==> config.mk <==
export PLATFORM = sky130hd
export DESIGN_NAME = counter_mode_detector
export DESIGN_NICKNAME = d
export VERILOG_FILES = /design/src/rtl/counter_mode_detector_pkg.sv /design/src/rtl/counter_mode_detector_step_classifier.sv /design/src/rtl/counter_mode_detector.sv
export SDC_FILE = /design/constraint.sdc
export NUM_CORES = 1
export LEC_CHECK = 0
export BUFFER_PORTS_ARGS = -buffer_cell sky130_fd_sc_hd__buf_2
export CORE_MARGIN = 2
export CORE_UTILIZATION = 40
export CTS_CLUSTER_DIAMETER = 50
export DETAILED_ROUTE_END_ITERATION = 10
export GPL_TIMING_DRIVEN = 0
export PLACE_DENSITY = 0.61
export SYNTH_ARGS = -nofsm -noshare
export SYNTH_HDL_FRONTEND = slang
export SYNTH_SLANG_ARGS = --single-unit
==> constraint.sdc <==
create_clock -name clk -period 2.9 [get_ports clk]
set_input_delay 0.58 -clock clk [delete_from_list [all_inputs] [get_ports clk]]
set_output_delay 0.58 -clock clk [all_outputs]
set_load 0.02 [all_outputs]
==> src/rtl/counter_mode_detector_pkg.sv <==
// Shared step-class codes, FSM state encoding and a saturating run-counter helper
// for the counter mode detector.
package counter_mode_pkg;

    localparam logic [1:0] CLS_INC1 = 2'b00;
    localparam logic [1:0] CLS_INC2 = 2'b01;
    localparam logic [1:0] CLS_DEC1 = 2'b10;
    localparam logic [1:0] CLS_RST  = 2'b11;

    localparam int unsigned RUN_W = 4;

    typedef enum logic [1:0] {
        EMPTY  = 2'd0,
        ACQ    = 2'd1,
        LOCKED = 2'd2
    } state_t;

    function automatic logic [RUN_W-1:0] run_sat_inc(input logic [RUN_W-1:0] r);
        return (r == '1) ? r : r + RUN_W'(1);
    endfunction

endpackage

==> src/rtl/counter_mode_detector_step_classifier.sv <==
// Combinational step classifier: maps (prev, q_in) to a step class using
// modular delta first, then the jump-to-zero reset case.
module step_classifier
    import counter_mode_pkg::*;
#(
    parameter int unsigned W = 3
) (
    input  logic [W-1:0] prev,
    input  logic [W-1:0] q_in,
    output logic [1:0]   cls,
    output logic         invalid
);

    logic [W-1:0] delta;

    assign delta = q_in - prev;

    // Arithmetic classes win over reset, so wrap steps like 7->0 stay +1.
    always_comb begin
        cls     = CLS_INC1;
        invalid = 1'b0;
        if (delta == W'(1)) begin
            cls = CLS_INC1;
        end else if (delta == W'(2)) begin
            cls = CLS_INC2;
        end else if (delta == '1) begin
            cls = CLS_DEC1;
        end else if (q_in == '0) begin
            cls = CLS_RST;
        end else begin
            invalid = 1'b1;
        end
    end

endmodule

==> src/rtl/counter_mode_detector.sv <==
// Counter mode detector: classifies each observed step of the sel-driven counter
// and locks onto a repeated mode. Optional break counter via MODE_DET_ERRCNT_EN.
module counter_mode_detector
    import counter_mode_pkg::*;
#(
    parameter int unsigned W        = 3,
    parameter int unsigned LOCK_CNT = 3
) (
    input  logic         clk,
    input  logic         rst,
    input  logic [W-1:0] q_in,
    input  logic         q_valid,
    output logic [1:0]   step_class,
    output logic         class_valid,
    output logic         invalid,
    output logic         lock,
    output logic [1:0]   mode,
    output logic         err
`ifdef MODE_DET_ERRCNT_EN
    ,
    output logic [7:0]   err_cnt
`endif
);

    localparam logic [RUN_W-1:0] LOCK_THR = RUN_W'(LOCK_CNT);

    state_t           state;
    logic [W-1:0]     prev;
    logic [RUN_W-1:0] run;
    logic [1:0]       last_cls;

    logic [1:0]       cls;
    logic             cls_inv;
    logic [RUN_W-1:0] run_next;
    logic             lock_hit;
    logic             brk;

    step_classifier #(
        .W(W)
    ) u_classifier (
        .prev   (prev),
        .q_in   (q_in),
        .cls    (cls),
        .invalid(cls_inv)
    );

    // last_cls follows mode while locked, so a break naturally restarts the run at 1.
    always_comb begin
        run_next = '0;
        if (!cls_inv) begin
            if (run != '0 && cls == last_cls) begin
                run_next = run_sat_inc(run);
            end else begin
                run_next = RUN_W'(1);
            end
        end
    end

    assign lock_hit = !cls_inv && (run_next >= LOCK_THR);
    assign brk      = q_valid && (state == LOCKED) && (cls_inv || cls != mode);

    always_ff @(posedge clk) begin
        if (rst) begin
            state       <= EMPTY;
            prev        <= '0;
            run         <= '0;
            last_cls    <= CLS_INC1;
            step_class  <= CLS_INC1;
            class_valid <= 1'b0;
            invalid     <= 1'b0;
            lock        <= 1'b0;
            mode        <= CLS_INC1;
            err         <= 1'b0;
        end else begin
            class_valid <= 1'b0;
            invalid     <= 1'b0;
            err         <= 1'b0;
            if (q_valid) begin
                prev <= q_in;
                case (state)
                    EMPTY: begin
                        run   <= '0;
                        state <= ACQ;
                    end
                    ACQ: begin
                        class_valid <= 1'b1;
                        step_class  <= cls;
                        invalid     <= cls_inv;
                        last_cls    <= cls;
                        run         <= run_next;
                        if (lock_hit) begin
                            lock  <= 1'b1;
                            mode  <= cls;
                            state <= LOCKED;
                        end
                    end
                    LOCKED: begin
                        class_valid <= 1'b1;
                        step_class  <= cls;
                        invalid     <= cls_inv;
                        last_cls    <= cls;
                        run         <= run_next;
                        if (brk) begin
                            err <= 1'b1;
                            // Only reachable with LOCK_CNT=1: break and re-lock together.
                            if (lock_hit) begin
                                mode <= cls;
                            end else begin
                                lock  <= 1'b0;
                                state <= ACQ;
                            end
                        end
                    end
                    default: begin
                        state <= EMPTY;
                    end
                endcase
            end
        end
    end

`ifdef MODE_DET_ERRCNT_EN
    always_ff @(posedge clk) begin
        if (rst) begin
            err_cnt <= '0;
        end else if (brk && err_cnt != '1) begin
            err_cnt <= err_cnt + 8'd1;
        end
    end
`endif

endmodule

Word-level counts from Yosys, hierarchy flattened
Cells that the tools add are included.
Widths: inputs -> output; s select.

storage, ports and cells
  register bits = 17
  bits of input ports = 6

cells by class
  magnitude comparators = 1
  bitwise operators = 3
  equality and inequality tests = 11
  multiplexer cells = 25
  reductions and logical operators = 20
  $add $sub $neg = 2

operators with widths
  kind                 count
  $mux 2               9
  $mux 4               3
  $mux 1               9
  $pmux 4 s2           1
  $ne 2x2->1 const B   3
  $pmux 2 s3           1
  $reduce_or 3->1      2
  $reduce_and 5->1     1
  $add 4x1->4 const B  1
  $eq 4x4->1 const B   1
  $ge 4x2->1 const B   1
  $logic_and 1x1->1    4
  $pmux 2 s2           1
  $reduce_and 2->1     2
  $reduce_and 4->1     1
  $reduce_bool 2->1    2
  $reduce_bool 4->1    1
  $reduce_or 2->1      2
  $eq 3x1->1 const B   1
  $eq 3x2->1 const B   1
  $eq 3x3->1 const B   1
  $logic_not 3->1      1
  $not 1->1            3
  $reduce_and 3->1     1
  9 further kinds      9

Depth between registers and ports, before layout
  depth in word-level cells = 14
  gate-level depth with buffers = 11
  depth with buffers taken out = 10

Cells and area by module
From an unflattened synthesis, not the netlist that was laid out.

unflattened totals
  cells, all modules = 123
  area, all modules = 1039.7 um^2

modules (own cells, without submodules)
  module                 times used  area an instance (um^2)  cells each
  counter_mode_detector  1           889.6                    104
  step_classifier        1           150.1                    19

Least setup slack after synthesis
OpenSTA, ideal clock, no wires.

  path kind = input to register
  start = input q_in[0]
  end = register state[0]
  data arrival time = 2715 ps
  stages = 11
  data required time = 2780 ps
  slack = 65 ps
  buffers on the path = 1
  cell sequence = inv_1 -> ha_1 -> fa_1 -> clkbuf_1 -> nor2_1 -> o211ai_1 -> a31oi_1 -> o221ai_4 -> o21ai_2 -> mux2i_1 -> a211o_1

on the way
  word-level cells in the longest chain between the ends = 13
  elaborated cells on any way between the ends = 27
  classes of those cells = 1 x add/sub; 1 x order compare; 8 x eq/ne; 10 x mux; 7 x reduce/logical

RTL lines
  item                                                   RTL line                                                                                  RTL
  start: declaration                                     counter_mode_detector.sv:11                                                               input logic [W-1:0] q_in,
  $sub 3x3->3 / $logic_not 3->1 (equally long branches)  counter_mode_detector_step_classifier.sv:16, counter_mode_detector_step_classifier.sv:28
  $eq 3x3->1 / $mux 2 (equally long branches)            counter_mode_detector_step_classifier.sv:26, counter_mode_detector_step_classifier.sv:28
  $mux 2                                                 counter_mode_detector_step_classifier.sv:26                                               end else if (delta == '1) begin
  $mux 2                                                 counter_mode_detector_step_classifier.sv:24                                               end else if (delta == W'(2)) begin
  $mux 2                                                 counter_mode_detector_step_classifier.sv:22                                               if (delta == W'(1)) begin
  $eq 2x2->1                                             counter_mode_detector.sv:51                                                               if (run != '0 && cls == last_cls) begin
  $logic_and 1x1->1                                      counter_mode_detector.sv:51
  $mux 4                                                 counter_mode_detector.sv:51
  $mux 4                                                 counter_mode_detector.sv:50                                                               if (!cls_inv) begin
  $ge 4x2->1                                             counter_mode_detector.sv:59                                                               assign lock_hit = !cls_inv && (run_next >= LOCK_THR);
  $logic_and 1x1->1                                      counter_mode_detector.sv:59
  $ne 2x2->1 (no source line)                            -
  $reduce_and 4->1 (no source line) (*)                  -
  end signal: assignment                                 counter_mode_detector.sv:64                                                               state <= EMPTY;
  end signal: assignment                                 counter_mode_detector.sv:83                                                               state <= ACQ;
  end signal: assignment                                 counter_mode_detector.sv:94                                                               state <= LOCKED;
  end: declaration                                       counter_mode_detector.sv:27                                                               state_t state;

Mark *: on every way between the ends. The rest lies on a longest branch, timed or not.
A chain may end at the register's enable or synchronous reset.

Final worst setup path
Ends and elaborated chain as after synthesis.

==> impl_results.md <==
- Fraction of layout instances using a drive strength above 1: 0.225
- PnR Total Power: roughly 0.00055 W
- Layout net count: 184
- Area of the mapped netlist: 1240 um2
- Async set or reset register ratio after synthesis: 0
- Fraction of the core area covered by cells at the end of the flow: 0.479
- P per Cell Area: approximately 380 nW/um2
- Detailed-routing iteration count for the pre-antenna-repair pass: 5
- Met3 Use GR: 0.0390
- CP Data Arrival Time: 2.99 ns
- Final slew viol count: 0
- Total CTS buffers: 3
- Final weighted congestion in routability-driven placement: 0.815
- Flop and latch count out of synthesis: 17
- Dominant synthesized flop cell: dfxtp_1
- Clock buffer depth: 2
- Met2 routing resource usage after global routing: 0.300
- Filler cells: 303
- Status: completed
- Full die area: roughly 3600 um2
- Number of synthesized flops with an enable pin: 0
- Setup-failing EPs final: 0
- Initial Util: 0.414
- Initial antenna violation count: 0
- Clock latency at the later pin of the worst-skew pair: 0.30 ns
- Worst-Margin Slew: around 0.55 ns
- Most used routing layer in global routing: met2
- Average vias per placed instance: between 5 and 6
- Final critical-path share of the clock period: 0.962
- Area of the multi-input gates: a little under 900 um2
- Area of the core: 3000 um2
- I/O pin total: 14
- Class of the tightest hold or removal check: flip-flop to flip-flop
- CTS tree: yes
- Delay of the slowest cell on the worst path: 0.42 ns
- Crit path buffers/inverters: 3
- Critical Path Source Type: input pin
- Sequential area share after synthesis: 0.274
- Largest driver fanout on the critical path: 10
- Antenna Nets Post-Route: 0
- Die span in x: 59.8 um
- Diode count: 0
- Number of global-route vias before repair: approximately 1100
- Hold Fails Final Rpt: 0
- Cell chain of the critical path: buf_2 > inv_1 > ha_1 > fa_2 > buf_4 > nor2_4 > nand3b_1 > and4_1 > o221ai_4 > o21ai_1 > mux2i_1 > a211o_1
- Worst max-slew margin expressed relative to the limit: 0.629
- M1 GR Usage: 0.218
- Endpoint class of the critical path: flip-flop
- Total number of yosys warnings: 0
- Routed length per placed instance: about 15 um
- Number of design rule violations left after detail routing: 0
- Post-route clock skew: 0.00660 ns
- Number of distinct library cell variants in the gate-level netlist after synthesis: 44
- Lkg Pwr: 0.568 nW
- Time the worst path needs with I/O delays and setup: ~2.8 ns
- Worst vdd ir: 197 uV
- Number of levels in the clock H-tree: 1
- Placed wire-length estimate after detailed placement: roughly 2100 um
- Root cell of the clock tree: clkbuf_4
- Clock slew at reported path FFs: 0.10 ns
- Top Family by Delay on Critical Path: compound AO/OA/AOI/OAI gates
- Vertical extent of the die: 59.8 um
- Vias: 1154
- Worst path slowest cell: fa_2
- Nets in the synthesized netlist: roughly 170
- Final routed wirelength across all metal layers: between 2000 and 3000 um
- Data required time at the worst endpoint: 3.10 ns
- Total of buffers placed on input and output ports: 11
- FF/Latch Area: about 340 um2
- Post-synthesis instance total: 153
- Maximum number of pins on one net before global-route repair: 11
- Path type of the worst setup path: input pin to flip-flop
- Max Clock Freq: 358 MHz
- Clock sink count: 17
- Num rows: 20
- Violation count after the first detailed-routing iteration: 50
- Hold-fix buffer count after cts: 0
- Average size of a mapped cell: 8.13 um2
- GRT overflow: 0
- Global-route wire length before repair: around 4800 um
- GRT Overall Usage: 0.175
- RSZ-0062 raised after global routing: no
- Max capacitance violation total: 0
- Post-synthesis to final-layout area growth: 15.7%
routing by layer:
| layer | wire [um] | share of wire | vias to the layer above |
|---|---|---|---|
| met5 | 0 | 0 | - |
| met4 | 27 | 0.0092 | 0 |
| met3 | 100 | 0.034 | 4 |
| met2 | 1440 | 0.49 | 21 |
| met1 | 1380 | 0.47 | 545 |
| li1 | - | - | 584 |
registers in the layout, indices dropped and copies added (netlist names):
register     flops
last_cls         2
invalid          1
err              1
lock             1
run              4
class_valid      1
mode             2
prev             3
state            2
Yosys cell counts, types with 2 or more instances:
cell / count / area (um2)
nor2_1: 21 / 78.8
dfxtp_1: 17 / 340
inv_1: 12 / 45.0
a21oi_1: 10 / 50.1
nand2_1: 9 / 33.8
ha_1: 7 / 87.6
a31oi_1: 6 / 37.5
mux2i_1: 6 / 60.1
nor3_1: 5 / 25.0
clkbuf_1: 4 / 15.0
nand3_1: 4 / 20.0
nor2b_1: 4 / 25.0
o21ai_0: 4 / 20.0
a211oi_1: 3 / 22.5
nand4_1: 3 / 18.8
and3_1: 2 / 12.5
buf_2: 2 / 10.0
nand2b_1: 2 / 12.5
nand3b_1: 2 / 15.0
nor4b_1: 2 / 17.5
o21ai_1: 2 / 10.0
o21ai_2: 2 / 17.5
o21bai_1: 2 / 15.0
o31ai_1: 2 / 15.0
cell usage in the layout, fill, tap and decap left out, types with 3 or more instances in the layout:
| master | Yosys | layout |
|---|---|---|
| clkbuf_4 | 0 | 3 |
| buf_2 | 2 | 13 |
| nand2_1 | 9 | 9 |
| nand3_1 | 4 | 4 |
| a211oi_1 | 3 | 3 |
| o21ai_0 | 4 | 3 |
| nor3_1 | 5 | 5 |
| o21ai_1 | 2 | 3 |
| inv_1 | 12 | 12 |
| ha_1 | 7 | 7 |
| nor2_1 | 21 | 19 |
| nor2b_1 | 4 | 3 |
| a21oi_1 | 10 | 9 |
| clkbuf_1 | 4 | 3 |
| dfxtp_1 | 17 | 17 |
| a31oi_1 | 6 | 4 |
| nand4_1 | 3 | 3 |
| mux2i_1 | 6 | 6 |
final timing paths:
check	startpoint	to	slack [ns]	depth (start not counted)
worst max-delay path	q_in[0]	state[0]	0.11	12
worst min register to register	lock	lock	0.50	2
worst max register to register	prev[0]	state[0]	0.23	10
worst min-delay path	lock	lock	0.50	2
stage by stage:
step / cells / hold WS [ns] / TNS (ns) / area [um2] / setup slack, ns
floorplan: 153 / 0.465 / 0 / 1240 / 0.0655
global placement: 197 / 0.463 / -1.86 / 1340 / -0.317
detailed placement: 197 / 0.468 / -2.35 / 1340 / -0.381
CTS: 201 / 0.496 / 0 / 1370 / 0.0139
global route: 202 / 0.543 / 0 / 1440 / 0.000271
finish: 202 / 0.499 / 0 / 1440 / 0.109
report_power, final:
part / switching [W] / internal [W]
logic: 0.0000959 / 0.0000664
clock network: 0.0000846 / 0.0000515
registers: 0.00000759 / 0.000241
total: 0.000188 / 0.000359
area by class of cell:
class,instances,share of cell area
Buffer,6,0.0200
Clock buffer,3,0.0157
Clock inverter,1,0.00348
Inverter,12,0.0313
Multi-Input combinational cell,118,0.621
Sequential cell,17,0.237
Tap cell,33,0.0287
Timing Repair Buffer,12,0.0435
cells by family (layout without fill, tap and decap cells):
group / after synthesis / in the layout / share of synthesized area
XOR/XNOR: 4 / 4 / 0.0553
buffers and inverters: 18 / 34 / 0.0563
AND/OR/NAND/NOR: 62 / 62 / 0.257
AO/OA/AOI/OAI: 38 / 38 / 0.223
adder cells (fa/ha/maj): 8 / 8 / 0.0865
flip-flops: 17 / 17 / 0.274
multiplexers: 6 / 6 / 0.0483
worst min-delay path: stages (launching register included):
cell	delay, ns
dfxtp_1	0.34
o31ai_2	0.06
a21oi_1	0.06
what timing repair did:
item,in CTS,in global routing
buffers inserted,0,1
endpoints found under the hold margin,0,0
pin swaps,0,2
setup endpoints to repair,5,7
resized for setup,2,16
(Power assumes the default switching activity.)
